===== config.mk =====
export PLATFORM = sky130hd
export DESIGN_NAME = hack_pc_fetch
export DESIGN_NICKNAME = d
export VERILOG_FILES = /design/src/rtl/hack_pc_fetch.sv
export SDC_FILE = /design/constraint.sdc
export NUM_CORES = 1
export LEC_CHECK = 0
export ABC_CLOCK_PERIOD_IN_PS = 2000
export BUFFER_PORTS_ARGS = -buffer_cell sky130_fd_sc_hd__buf_2
export CORE_MARGIN = 10
export CORE_UTILIZATION = 50
export DETAILED_ROUTE_END_ITERATION = 16
export GPL_ROUTABILITY_DRIVEN = 0
export GPL_TIMING_DRIVEN = 0
export PLACE_DENSITY_LB_ADDON = 0.08
export SYNTH_ARGS = -nofsm -noshare
export SYNTH_HDL_FRONTEND = slang
export SYNTH_SLANG_ARGS = --single-unit

===== constraint.sdc =====
create_clock -name clk -period 2 [get_ports clk]
set_input_delay 0.1 -clock clk [delete_from_list [all_inputs] [get_ports clk]]
set_output_delay 0.1 -clock clk [all_outputs]
set_load 0.1 [all_outputs]

===== src/rtl/hack_pc_fetch.sv =====
// Program counter and req/ack instruction-fetch sequencer for the multi-cycle Hack CPU.
// Latches each fetched instruction, then picks the next PC from the ALU flags and A register.
module hack_pc_fetch #(
   parameter logic [15:0] RESET_PC = 16'h0000
) (
   input  logic        clk,
   input  logic        reset,
   output logic        fetch_req,
   output logic [15:0] pc,
   input  logic        fetch_ack,
   input  logic [15:0] inst_in,
   output logic [15:0] inst_out,
   output logic        inst_valid,
   input  logic [15:0] a_val,
   input  logic        alu_zr,
   input  logic        alu_ng,
   input  logic        exec_valid,
   output logic        halted,
   output logic [15:0] retired
);

   typedef enum logic [1:0] {
      ST_FETCH = 2'd0,
      ST_EXEC  = 2'd1,
      ST_HALT  = 2'd2
   } state_t;

   state_t      state_q;
   logic [15:0] pc_q;
   logic [15:0] inst_q;
   logic        inst_valid_q;
   logic        halted_q;
   logic [15:0] retired_q;

   logic        jump_take;
   logic        halt_hit;
   logic [15:0] pc_d;

   // Jump condition from the latched C-instruction's jump bits; A-instructions never jump.
   always_comb begin
      jump_take = inst_q[15] &
                  ((inst_q[2] & alu_ng) |
                   (inst_q[1] & alu_zr) |
                   (inst_q[0] & ~alu_ng & ~alu_zr));
      halt_hit  = jump_take && (inst_q[2:0] == 3'b111) && (a_val == pc_q);
      pc_d      = jump_take ? a_val : (pc_q + 16'd1);
   end

   always_ff @(posedge clk) begin
      if (reset) begin
         state_q      <= ST_FETCH;
         pc_q         <= RESET_PC;
         inst_q       <= 16'h0000;
         inst_valid_q <= 1'b0;
         halted_q     <= 1'b0;
         retired_q    <= 16'h0000;
      end else begin
         inst_valid_q <= 1'b0;
         case (state_q)
            ST_FETCH: begin
               if (fetch_ack) begin
                  inst_q       <= inst_in;
                  inst_valid_q <= 1'b1;
                  state_q      <= ST_EXEC;
               end
            end
            ST_EXEC: begin
               if (exec_valid) begin
                  retired_q <= retired_q + 16'd1;
                  // An unconditional jump to itself can never make progress: stop fetching.
                  if (halt_hit) begin
                     halted_q <= 1'b1;
                     state_q  <= ST_HALT;
                  end else begin
                     pc_q    <= pc_d;
                     state_q <= ST_FETCH;
                  end
               end
            end
            ST_HALT: begin
               state_q <= ST_HALT;
            end
            default: begin
               state_q <= ST_FETCH;
            end
         endcase
      end
   end

   assign fetch_req  = (state_q == ST_FETCH) & ~reset;
   assign pc         = pc_q;
   assign inst_out   = inst_q;
   assign inst_valid = inst_valid_q;
   assign halted     = halted_q;
   assign retired    = retired_q;

endmodule


* Yosys cells after proc, flatten, opt, wreduce, memory -nomap -nowiden
Cells that the tools add are included.
** Word-level totals
- Output and inout bits :: 51
- Input port bits :: 38
- Bits in registers :: 52
** Operators by class
- Muxes and demuxes :: 6
- Add/subtract/negate cells :: 2
- Reduce and logical (&&, ||, !) cells :: 9
- Eq/ne operators :: 6
- Bitwise gates (word level) :: 13
** Operator list (count)
- $add 16x1->16 const B :: 2
- $eq 16x16->1 :: 1
- $mux 16 :: 1
- $and 1x1->1 :: 6
- $mux 2 :: 3
- $pmux 2 s3 :: 1
- $reduce_and 2->1 :: 3
- $reduce_and 3->1 :: 2
- $not 1->1 :: 5
- $ne 2x2->1 const B :: 2
- $eq 3x3->1 const B :: 1
- $eq 2x1->1 const B :: 1
- $eq 2x2->1 const B :: 1
- $logic_and 1x1->1 :: 2
- $logic_not 2->1 :: 1
- $or 1x1->1 :: 2
- $reduce_or 2->1 :: 1
- $mux 1 :: 1

* Depth between registers and ports, before layout
Gate-level depths: netlist of the first run.
- Word-level depth :: 10
- Gate-level depth with buffers :: 8
- Depth with buffers taken out :: 7

* Worst setup path before layout of the first run
No wires, ideal clock.
- Path kind :: input-to-output
- Start :: input port reset
- End :: output port fetch_req
- Required time :: 1900 ps
- Setup slack :: -600 ps
- Stages :: 3
- Arrival :: 2500 ps
- Cells stage by stage :: clkbuf_1 -> clkbuf_1 -> nor3_1
** On the way
- Cells in the longest elaborated chain, start to end :: 2
** RTL lines
- start, declared :: line 7 : input logic reset,
- $not 1->1 :: line 90 : assign fetch_req = (state_q == ST_FETCH) & ~reset;
- $and 1x1->1 :: line 90
- end, declared :: line 8 : output logic fetch_req,
No other way between the ends.

* Final worst setup path of the first run
- Start :: register pc_q[13] (netlist: pc[13])
- End :: register pc_q[15] (netlist: pc[15])
** On the way
- Cells in the longest elaborated chain, start to end :: 4
- Elaborated cells on any way between the ends :: 6
- Classes of those cells :: 1 x add/sub; 1 x eq/ne; 1 x mux; 1 x bitwise; 2 x reduce/logical
** RTL lines
- start, declared :: line 29 : logic [15:0] pc_q;
- start signal, assigned :: line 75 : pc_q <= pc_d;
- parallel branches: the longest is 4 deep, another holds $add 16x1->16
Parallel ways; which one is timed is not known.
A chain may end at the register's enable or synchronous reset.

==> results of run 1 <==
-- cell type report --
| type | instances | area, µm² | area share (%) |
|---|---|---|---|
| Multi-Input combinational cell | 254 | 1510 | 45.2 |
| Sequential cell | 52 | 1080 | 32.5 |
| Timing Repair Buffer | 90 | 465 | 14.0 |
| Tap cell | 70 | 87.6 | 2.63 |
| Buffer | 17 | 85.1 | 2.56 |
| Clock buffer | 5 | 68.8 | 2.07 |
| Clock inverter | 3 | 22.5 | 0.676 |
| Inverter | 3 | 11.3 | 0.338 |
-- synthesized netlist by cell type (2+ instances only) --
library cell and count:
a21boi_1 5, nand3b_1 3, xor2_1 10, ha_1 2
o21ai_1 2, buf_4 2, nand2b_1 3, nand4_1 9
o21ai_0 9, and3_1 4, nor3_1 7, nor2_1 26
mux2i_1 2, nor4_1 3, or3_1 3, a21oi_1 36
nand2_1 64, inv_1 2, buf_2 3, a211oi_1 4
clkbuf_1 10, xnor2_1 18, o21a_1 3, o32ai_1 7
dfxtp_1 52, and2_1 2, nand3_1 14
-- registers in the layout (all words and copies together), names as in the netlist --
signal	flops
halted	1
inst_out	16
inst_valid	1
pc	16
retired	16
state_q	2
-- cell usage in the layout (no fill, tap or decap), drive strengths merged, types with 2 or more instances in the layout --
master,count
inv,3
a211oi,4
xnor2,18
dfxtp,52
nor2,26
ha,2
nand3,14
buf,93
or3,3
nor4,4
nand2b,4
nand3b,3
o21ai,12
nand4,10
clkbuf,16
o32ai,7
a21oi,37
dlygate4sd3,3
o31ai,2
and2,2
xor2,10
o21a,3
and3,4
nand2,64
clkinv,3
nor3,8
mux2i,2
a21boi,5
-- worst max-delay path, delay by kind of cell, from the launching register on --
family          cells  cell delay (ns)
compound gates      1             0.10
xor+xnor            1             0.24
simple gates        4             1.09
flops               1             0.36
-- report_power, final --
| group | switching [mW] | leakage [nW] | internal (mW) |
|---|---|---|---|
| clock | 0.384 | 0.0485 | 0.252 |
| combinational | 0.387 | 0.907 | 0.119 |
| sequential | 0.0257 | 0.437 | 1.07 |
-- path summary, 6_finish.rpt --
path | startpoint | endpoint | slack (ns)
worst min register to register | inst_out[12] | inst_out[12] | 0.45
worst min-delay path | inst_in[3] | inst_out[3] | 0.003
worst max register to register | pc[13] | pc[15] | 0.07
worst max-delay path | pc[13] | pc[15] | 0.07
-- per-layer routing --
metal  track usage [%]  share of wire (%)  up-vias  routed length (µm)
met5                 0                  0        -                   0
met4              4.76                1.4        0                 112
met3              7.26                9.7       13                 747
met2              29.6                 47      103                3630
met1              20.9                 42     1261                3240
li1                  -                  -     1336                   -
-- logic make-up after synthesis --
kind of cell | share of synthesized area, %
flops | 39.8
buf+inv | 3.58
xor+xnor | 9.36
compound gates | 18.5
fa+ha+maj | 0.955
simple gates | 27.1
mux | 0.764
-- metrics by stage --
stage,hold WS (ns),cell area (µm²),util (%),total power [mW],setup slack [ns]
final,0.00292,3330,65.2,2.24,0.0705
after global routing,0.00620,3330,65.2,2.33,0.0146
after CTS,0.00149,3310,64.8,2.25,0.0224
after detailed placement,0.336,3190,62.4,1.62,0.0594
after global placement,0.331,3190,62.4,1.61,0.112
after floorplan,0.226,2670,-,1.50,0.00709
-- what timing repair did --
action	in CTS	in global routing
endpoints found under the hold margin	3	0
resized for setup	0	7
endpoints found under the setup margin	0	14
hold buffers	3	0
==> metrics.txt, run 1 <==
outcome=finished, final reports clean; flip-flop and latch count after synthesis=52; row count=26; Pwr Density=672 mW/mm²; via count=2,713; IO Port Bufs=87; hold path depth=3; post-synthesis cell count=~330; GRT Util Overall=17.9%; number of fill cells=475; Synth Area per Inst=8.03 µm²; crit path DAT=roughly 2.1 ns; crit end category=flip-flop; initial antenna violation count=0; CTS tree=built; crit-path max FO=6; remaining global-route overflow=0; Die W=92.4 µm; wire per inst=roughly 16 µm; WL final=slightly below 8000 µm; layout cells sized above 1=between 30% and 40%; clock root buffer=clkbuf_8; final-report setup violation count=0; Yosys warning total=0; worst-case clock skew=0.0103 ns; Cell variety after synth=48; Startpoint Class=flip-flop; max_slew headroom=just over 60%; Critical Path RT=2.19 ns; dpl cells=approximately 480; largest stage delay on the critical path=0.43 ns; Peak Freq=just over 500 MHz; CP cell instances=xnor2_1 -> nand4_1 -> nor4_4 -> and2_1 -> nand2b_4 -> o32ai_1; fin nets=approximately 460; async set-reset flop share out of synthesis=0%; Area growth syn-to-layout=27.1%; Post-Layout Cell Count=494; DRT Pass-1 Iters=5; Final min period=1.93 ns; hpwl dp=5790 µm; Hold WC Path Type=primary input to flip-flop; CP max-delay cell=nor4_4; IO Pins=89; clock sink count=52; Max IR drop VDD=approximately 0.00046 V; count of pins over their slew limit=0; TritonCTS buffer count=5; sequential area share after synthesis=39.8%; first-pass GRT wire length=12,700 µm; core area=just over 0.005 mm²; mean number of vias per cell=5.49; initial core utilization=about 50%; Max clock buf depth=2; post-synthesis cell area=0.00262 mm²; drt drc=0; drt first-iter violations=around 150; Post-CTS Repair Setup Buffers=0; slew at the pin with the worst max-slew slack=roughly 0.57 ns; Mapped Nets=366; area of the die=around 0.0085 mm²; EDFF count, synth=0; unrepaired setup endpoints after global routing=no; dominant cell type by area after synthesis=dfxtp_1; R2R depth=6; max cap viols=0; vias in the first global route=2,637; Fin. Hold Viols=0; Area contributors post-synth=dfxtp_1, nand2_1, a21oi_1; setup_tns=0 ns; Synth Flop Type=dfxtp_1; antenna violation net count after detailed routing=0; register clock-pin slew on the reported worst setup and hold paths=0.10 ns; H-tree levels=2; Die H=92.4 µm; Leak=1.39 nW; pin count of the biggest net entering global routing=18; period utilization=a little over nine tenths; worst skew pair latency=0.32 ns; n_diodes=0; critical path type=flip-flop to flip-flop; area share of the largest cell type after synthesis=39.8%
Power figures use the tool's default switching activity.
==> inputs of run 2 (changes only) <==
--- a/config.mk
+++ b/config.mk
@@ -8,7 +8,7 @@
 export ABC_CLOCK_PERIOD_IN_PS = 2000
 export BUFFER_PORTS_ARGS = -buffer_cell sky130_fd_sc_hd__buf_2
 export CORE_MARGIN = 10
-export CORE_UTILIZATION = 50
+export CORE_UTILIZATION = 40
 export DETAILED_ROUTE_END_ITERATION = 16
 export GPL_ROUTABILITY_DRIVEN = 0
 export GPL_TIMING_DRIVEN = 0
==> run 2 against run 1 <==
Clock power up 11%. Die area increased by 19%. Hold slack better by 0.012 ns. Largest power group unchanged. Total power is 2.9% higher. Fmax rose by 3.0%. Final area is 0.49% higher. Sequential power about the same. Flip-flop and latch count stayed put. Non-clock buffer count decreased by 2. Register-to-register slack improved by 0.06 ns. Core utilization decreased by 12 points.
==> metrics.txt, run 2 (synthesized netlist as in run 1, its figures left out) <==
register clock-pin slew on the reported worst setup and hold paths=0.10 ns; most common cell after layout, fill and taps aside=buf_2; drt drc=0; remaining global-route overflow=0; row count=29; number of fill cells=642; IO Pins=89; crit-path max FO=10; RR Startpoint=pc[4]; drt first-iter violations=110; via count=2,610; hpwl dp=5860 µm; critical path type=flip-flop to flip-flop; initial antenna violation count=0; initial core utilization=41.2%; Max IR drop VDD=between 0.0004 and 0.0005 V; H-tree levels=2; Critical Path RT=roughly 2.2 ns; wire per inst=approximately 16 µm; capture point of the worst path=pc[15]; final-report setup violation count=0; slew at the pin with the worst max-slew slack=roughly 0.56 ns; R2R depth=8; Die H=between 100 and 150 µm; layout cells sized above 1=34.8%; crit end category=flip-flop; vias in the first global route=2,561; Leak=1.38 nW; core area=0.00635 mm²; DRT Pass-1 Iters=6; outcome=finished, final reports clean; antenna violation net count after detailed routing=0; Pwr Density=688 mW/mm²; fin nets=461; WL final=7760 µm; first-pass GRT wire length=12,500 µm; reg-to-reg slack, setup=between 0.1 and 0.15 ns; worst-case clock skew=about 0.0093 ns; hold path depth=3; Hold WS=0.0146 ns; crit path DAT=2.08 ns; clock sink count=52; Hold WC Path Type=primary input to flip-flop; clock root buffer=clkbuf_8; GRT Util Overall=14.9%; TritonCTS buffer count=5; area of the die=0.0102 mm²; most frequent cells in the layout=buf_2, nand2_1, a21oi_1; setup_tns=0 ns; period utilization=93.7%; Startpoint Class=flip-flop; crit path from=pc[4]; CTS tree=built; Peak Freq=534 MHz; pin count of the biggest net entering global routing=17; max cap viols=0; Fin. Hold Viols=0; mean number of vias per cell=roughly 5.2; Final min period=1.87 ns; Area growth syn-to-layout=27.8%; Max clock buf depth=2; Die W=101 µm; max_slew headroom=62.5%; n_diodes=0; IO Port Bufs=87; count of pins over their slew limit=0; worst skew pair latency=~0.31 ns; R2R Path End=pc[15]; Total Power=2.30 mW
==> run 2: routing by layer <==
layer / vias up / GRT usage, % / wire length (µm)
met5: - / 0 / 0
met4: 0 / 4.18 / 88
met3: 7 / 4.80 / 649
met2: 85 / 23.7 / 3580
met1: 1190 / 18.7 / 3440
li1: 1328 / - / -
==> run 2: worst max-delay path, stage by stage, from the launching register on <==
cell      delay (ns)
dfxtp_2         0.33
buf_2           0.16
xnor2_2         0.18
nand3_2         0.12
nor4_4          0.42
a21oi_2         0.12
buf_6           0.16
a21boi_1        0.13
o32ai_1         0.15
==> run 2: per-stage QoR <==
stage | area [µm²] | setup slack (ns) | util, % | std cells
2_1_floorplan | 2670 | 0.00709 | - | 326
3_3_place_gp | 3200 | 0.0718 | 50.4 | 490
3_5_place_dp | 3200 | 0.100 | 50.4 | 490
4_1_cts | 3300 | 0.0614 | 52.0 | 498
5_1_grt | 3350 | -0.000475 | 52.7 | 499
6_report | 3350 | 0.127 | 52.7 | 499
==> run 2: how the worst min path moves through the flow <==
| stage | from | endpoint | slack [ns] |
|---|---|---|---|
| 6_report | inst_in[2] | inst_out[2] | 0.01 |
| 5_1_grt | inst_in[2] | inst_out[2] | 0.007 |
| 4_1_cts | inst_in[2] | inst_out[2] | 0.005 |
| 3_5_place_dp | inst_in[0] | inst_out[0] | 0.34 |
| 3_3_place_gp | inst_in[0] | inst_out[0] | 0.34 |
| 2_1_floorplan | inst_in[0] | inst_out[0] | 0.23 |
==> run 2: what timing repair did <==
item / CTS / global route
hold endpoints to repair: 0 / 0
resized for setup: 0 / 10
endpoints found under the setup margin: 0 / 9
setup buffers: 0 / 1
hold buffers: 0 / 0
==> run 2: cell type report <==
type                            count  area, µm²  share of cell area [%]
Multi-Input combinational cell    254       1520                    45.4
Timing Repair Buffer               88        443                    13.2
Tap cell                           77       96.3                    2.88
Buffer                             17       86.3                    2.58
Clock inverter                      1       8.76                   0.262
Inverter                            3       11.3                   0.337
Clock buffer                        7       97.6                    2.92
Sequential cell                    52       1080                    32.4
==> run 2: where the power goes <==
| group | internal [mW] | switching, mW |
|---|---|---|
| sequential | 1.07 | 0.0255 |
| combinational | 0.119 | 0.385 |
| clock | 0.329 | 0.374 |
